$ cat config.mk
export PLATFORM = sky130hd
export DESIGN_NAME = fpu_add_arbiter
export DESIGN_NICKNAME = d
export VERILOG_FILES = /design/src/rtl/fpu_add_arbiter.sv
export SDC_FILE = /design/constraint.sdc
export NUM_CORES = 1
export LEC_CHECK = 0
export CAP_MARGIN = 5
export CORE_AREA = 2 2 158 160
export DETAILED_ROUTE_END_ITERATION = 6
export DIE_AREA = 0 0 160 162
export HOLD_SLACK_MARGIN = 0.02
export SLEW_MARGIN = 20
export SYNTH_ARGS = -nofsm -noshare
export SYNTH_HDL_FRONTEND = slang
export SYNTH_SLANG_ARGS = --single-unit
$ cat constraint.sdc
create_clock -name clk_i -period 2.5 [get_ports clk_i]
set_input_delay 0.375 -clock clk_i [delete_from_list [all_inputs] [get_ports clk_i]]
set_output_delay 0.375 -clock clk_i [all_outputs]
set_load 0.1 [all_outputs]
$ cat src/rtl/fpu_add_arbiter.sv
// Round-robin issue arbiter sharing one fixed-latency FP add pipeline, with a requester-ID shadow pipe and flush/drain.
// Define FPU_ARB_STATS_EN to add op_count_o, a saturating handshake counter cleared when a drain completes.
module fpu_add_arbiter #(
    parameter int NREQ = 4,
    parameter int LAT  = 3,
    localparam int IDW = $clog2(NREQ)
) (
    input  logic                 clk_i,
    input  logic                 rst_ni,
    input  logic [NREQ-1:0]      req_valid_i,
    input  logic [NREQ*32-1:0]   req_a_i,
    input  logic [NREQ*32-1:0]   req_b_i,
    output logic [NREQ-1:0]      req_ready_o,
    output logic                 fpu_valid_o,
    output logic [31:0]          fpu_a_o,
    output logic [31:0]          fpu_b_o,
    input  logic                 fpu_valid_i,
    input  logic [31:0]          fpu_res_i,
    output logic                 res_valid_o,
    output logic [IDW-1:0]       res_id_o,
    output logic [31:0]          res_data_o,
    input  logic                 flush_i,
    output logic                 flush_done_o,
    output logic                 busy_o,
    output logic                 err_o
`ifdef FPU_ARB_STATS_EN
    ,
    output logic [15:0]          op_count_o
`endif
);
    localparam int CW = $clog2(LAT + 3);

    typedef enum logic [1:0] {
        RUN   = 2'd0,
        DRAIN = 2'd1,
        DONE  = 2'd2
    } state_e;

    state_e          state;
    logic [IDW-1:0]  rr_ptr;
    logic [IDW-1:0]  grant_id;
    logic            grant_found;
    logic [NREQ-1:0] grant;
    logic [31:0]     sel_a;
    logic [31:0]     sel_b;
    logic [LAT:0]    tag_v;
    logic [IDW-1:0]  tag_id [LAT+1];
    logic [CW-1:0]   inflight;
    logic [CW-1:0]   inflight_next;

    // Handshake: requester i transfers an operand pair in any cycle where
    // req_valid_i[i] && req_ready_o[i]; ready never waits on anything but
    // valid, state and flush_i, and at most one ready bit is high.
    always_comb begin
        grant_found = 1'b0;
        grant_id    = '0;
        if (rst_ni && state == RUN && !flush_i) begin
            // Indices above the pointer first, then wrap to the low indices.
            for (int k = 0; k < NREQ; k++) begin
                if (!grant_found && req_valid_i[k] && IDW'(k) > rr_ptr) begin
                    grant_found = 1'b1;
                    grant_id    = IDW'(k);
                end
            end
            for (int k = 0; k < NREQ; k++) begin
                if (!grant_found && req_valid_i[k] && IDW'(k) <= rr_ptr) begin
                    grant_found = 1'b1;
                    grant_id    = IDW'(k);
                end
            end
        end
    end

    always_comb begin
        grant = '0;
        sel_a = '0;
        sel_b = '0;
        for (int k = 0; k < NREQ; k++) begin
            if (grant_found && grant_id == IDW'(k)) begin
                grant[k] = 1'b1;
                sel_a    = req_a_i[32*k +: 32];
                sel_b    = req_b_i[32*k +: 32];
            end
        end
    end

    assign req_ready_o = grant;

    // A stray result on an empty count must not wrap the counter.
    always_comb begin
        inflight_next = inflight;
        if (grant_found && !res_valid_o) begin
            inflight_next = inflight + CW'(1);
        end else if (!grant_found && res_valid_o && inflight != '0) begin
            inflight_next = inflight - CW'(1);
        end
    end

    assign busy_o = (inflight != '0);

    always_ff @(posedge clk_i or negedge rst_ni) begin
        if (!rst_ni) begin
            state        <= RUN;
            rr_ptr       <= IDW'(NREQ - 1);
            fpu_valid_o  <= 1'b0;
            fpu_a_o      <= '0;
            fpu_b_o      <= '0;
            tag_v        <= '0;
            for (int k = 0; k <= LAT; k++) begin
                tag_id[k] <= '0;
            end
            res_valid_o  <= 1'b0;
            res_id_o     <= '0;
            res_data_o   <= '0;
            err_o        <= 1'b0;
            inflight     <= '0;
            flush_done_o <= 1'b0;
        end else begin
            fpu_valid_o <= grant_found;
            if (grant_found) begin
                rr_ptr  <= grant_id;
                fpu_a_o <= sel_a;
                fpu_b_o <= sel_b;
            end

            // Stage k holds the tag for the op whose fpu_valid_o was k cycles ago.
            tag_v     <= {tag_v[LAT-1:0], grant_found};
            tag_id[0] <= grant_id;
            for (int k = 1; k <= LAT; k++) begin
                tag_id[k] <= tag_id[k-1];
            end

            res_valid_o <= fpu_valid_i;
            if (fpu_valid_i) begin
                res_data_o <= fpu_res_i;
                res_id_o   <= tag_v[LAT] ? tag_id[LAT] : '0;
            end
            if (fpu_valid_i != tag_v[LAT]) begin
                err_o <= 1'b1;
            end

            inflight <= inflight_next;

            case (state)
                RUN: begin
                    flush_done_o <= 1'b0;
                    if (flush_i) begin
                        state <= DRAIN;
                    end
                end
                DRAIN: begin
                    // Looking at the next count lets the pulse land one cycle after the last result.
                    if (inflight_next == '0) begin
                        state        <= DONE;
                        flush_done_o <= 1'b1;
                    end
                end
                DONE: begin
                    state        <= RUN;
                    flush_done_o <= 1'b0;
                end
                default: begin
                    state        <= RUN;
                    flush_done_o <= 1'b0;
                end
            endcase
        end
    end

`ifdef FPU_ARB_STATS_EN
    always_ff @(posedge clk_i or negedge rst_ni) begin
        if (!rst_ni) begin
            op_count_o <= '0;
        end else if (state == DONE) begin
            op_count_o <= '0;
        end else if (grant_found && op_count_o != 16'hFFFF) begin
            op_count_o <= op_count_o + 16'd1;
        end
    end
`endif

endmodule
==> results.md <==
- Final Worst Setup Slack: 0.0226 ns
- Status: finished clean
- CP required: 2.12 ns
- Fin Setup TNS: 0 ns
- # port buffers: 402
- Final Hold Viols: 0
- Synth Net Count: 895
- Die height: 162 µm
- CTS root buffer: clkbuf_16
- Reg2reg end: fpu_a_o[28]$_DFFE_PN0P_
- CTS buffer count: 17
- Crit end category: output port
- Clock transition at the registers of the reported paths: 0.06 ns
- Synthesis-stage register bit count: 120
- Clock Sink Count: 120
- Vias in the first global route: 6464
- Cell Rows: 57
- Crit Path Max Fanout: 6
- Peak VDD IR: 0.000766 V
- Share of cells above drive strength 1: 24.5%
- Post-Place Setup Slack: -0.220 ns
- Pleak: 4.98 nW
- Ys Warns: 0
- Buffer levels on the longest clock path: 2
- WL per Instance: 18.1 µm
- Starting Density: 25.7%
- Max Freq: 0.404 GHz
- Antenna diode count: 0
- Total Die Area: 0.0259 mm²
- Area grow syn2layout: 82.0%
- Final net count: 1311
- CTS hold repair buffers: 0
- Die X: 160 µm
- Fillcell total: 2275
- DRT Pass-1 Iters: 5
- Final period util: 99.1%
- Max cap viols: 0
- Final Hold Slack: 0.127 ns
- Critical path type: flop to output port
- Inst Count DP: 1307
- H-tree depth: 4
- Overall routing resource usage: 18.5%
- Area after DPL: 0.0105 mm²
- Final min period: 2.48 ns
- Clock tree from TritonCTS: yes
- Count of different cell masters after synthesis: 49
- EDFF count, synth: 0
- Hold crit path type: primary input to async pin
- Startpoint Class: flop
- Clk_skew: 0.00902 ns
- Reg2reg setup slack: 0.31 ns
- Async S/R FF share, synth: 100%
- Relative slew slack: 40.9%
- Grt ovf: 0
- Final ANT Viol Nets: 0
- Mapped cell area: 0.00618 mm²
- Pins over their slew limit: 0
- Routed via count: 6392
- Worst-Skew Late Latency: 0.42 ns
- Drt total wl: 24.5 mm
- Worst r2r src: rr_ptr[0]$_DFFE_PN1P_
- Slew at the pin with the worst max-slew slack: 0.886 ns
- Gate Count Post-Synth: 596
- DRC violations left: 0
- FF-to-FF path depth: 6
- Largest net degree at the start of global routing: 68
- Core Region: 0.0241 mm²
- Final core occ: 46.7%
- Final Total Pwr: 13.5 mW
- Synthesized area per cell: 10.4 µm²
- Initial antenna violation count: 0
- Synth Flop Type: dfrtp_1
- Sequential area share after synthesis: 48.6%
- # setup viols final: 0
- Initial DRC Count: 321
- Crit path DAT: 2.10 ns
- # IOs: 403
- Power density cells: 1200 mW/mm²
- RSZ-0062 raised after global routing: yes
- Hpwl dp: 18.7 mm
- Design area: 0.0113 mm²
- GP Congestion: 0.877
- Via density: 4.74
- First-pass GRT wire length: 37.1 mm
- Non-filler instance count after layout: 1349
==> cell usage in the layout, fill, tap and decap left out, drive strengths merged, types with 15 or more instances in the layout <==
cell / netlist / routed
a221oi: 57 / 57
a221o: 50 / 50
clkdlybuf4s50: 0 / 289
clkbuf: 32 / 17
dfrtp: 118 / 118
inv: 69 / 77
buf: 19 / 155
nand2: 65 / 65
o21ai: 54 / 54
nor2: 15 / 15
mux2: 40 / 40
==> Yosys cell counts, types with 2 or more instances <==
cell type | n | area [µm²]
o221ai_2 | 2 | 30.0
mux2i_1 | 14 | 140
nor4_1 | 2 | 12.5
a221oi_1 | 57 | 499
mux2_2 | 40 | 450
dfstp_2 | 2 | 52.6
inv_1 | 68 | 255
a21oi_1 | 2 | 10.0
nand2_1 | 64 | 240
o21a_1 | 2 | 15.0
a221o_1 | 50 | 500
buf_6 | 5 | 56.3
o221ai_1 | 6 | 52.6
o21ai_0 | 54 | 270
nand3_1 | 3 | 15.0
nand2b_1 | 5 | 31.3
nor2b_1 | 2 | 12.5
o22ai_1 | 7 | 43.8
ha_1 | 3 | 37.5
clkbuf_1 | 32 | 120
buf_1 | 4 | 15.0
nor3_1 | 3 | 15.0
a211oi_1 | 2 | 15.0
a311o_1 | 2 | 20.0
nor2_1 | 15 | 56.3
a21o_1 | 2 | 15.0
buf_2 | 9 | 45.0
dfrtp_1 | 118 | 2950
==> layer usage <==
layer  wire length [µm]  GRT usage [%]
met2              12500           32.9
met4                510           6.22
met3               1570           4.80
met5                  0              0
met1               9850           21.7
==> where the power goes <==
group | total, mW | switching (mW) | leakage, nW | internal [mW]
registers | 2.96 | 0.395 | 1.47 | 2.57
clock network | 2.52 | 1.09 | 0.291 | 1.43
logic | 7.98 | 5.70 | 3.21 | 2.27
total | 13.5 | 7.18 | 4.98 | 6.27
==> layout make-up <==
class                      instances  area, µm²  share of cell area, %
tap                              324        405                   3.60
clock buffer                      17        425                   3.78
clock inverter                    15        183                   1.62
timing repair buffer             448       4230                   37.6
sequential                       120       3010                   26.7
multi-input combinational        356       2740                   24.4
inverter                          69        262                   2.32
==> critical path, stage by stage, from the launching register on <==
cell and delay [ns]:
dfstp_2 0.58, nor3b_1 0.07, a311o_2 0.36, or2_4 0.26, buf_4 0.15, nor2_4 0.09
buf_12 0.18
==> sequential cells by signal (all words and copies together) (netlist names), 2 cells and up <==
register,count
tag_id,8
fpu_a_o,32
inflight,3
res_id_o,2
fpu_b_o,32
state,2
rr_ptr,2
tag_v,4
res_data_o,32
==> kinds of logic after synthesis <==
kind of cell,after synthesis,share of synthesized area [%]
AO/OA/AOI/OAI,194,25.0
XOR/XNOR,2,0.405
adder cells (fa/ha/maj),3,0.607
buffers and inverters,120,8.13
flip-flops,120,48.6
multiplexers,54,9.55
AND/OR/NAND/NOR,103,7.69
==> worst max path at each step <==
stage / cells after the start / from / slack [ns] / to
CTS: 6 / rr_ptr[0]$_DFFE_PN1P_ / 0.006 / req_ready_o[2]
finish: 6 / rr_ptr[0]$_DFFE_PN1P_ / 0.02 / req_ready_o[2]
global placement: 7 / req_valid_i[1] / -0.20 / req_ready_o[1]
global route: 6 / rr_ptr[0]$_DFFE_PN1P_ / -0.04 / req_ready_o[2]
floorplan: 6 / rr_ptr[1]$_DFFE_PN1P_ / -0.09 / req_ready_o[1]
detailed placement: 7 / req_valid_i[1] / -0.22 / req_ready_o[1]
==> what timing repair did <==
action	in CTS	in global routing
gates resized for setup	10	3
setup buffers	7	3
pin swaps	1	2
endpoints found under the setup margin	4	3
(Power assumes the default switching activity.)
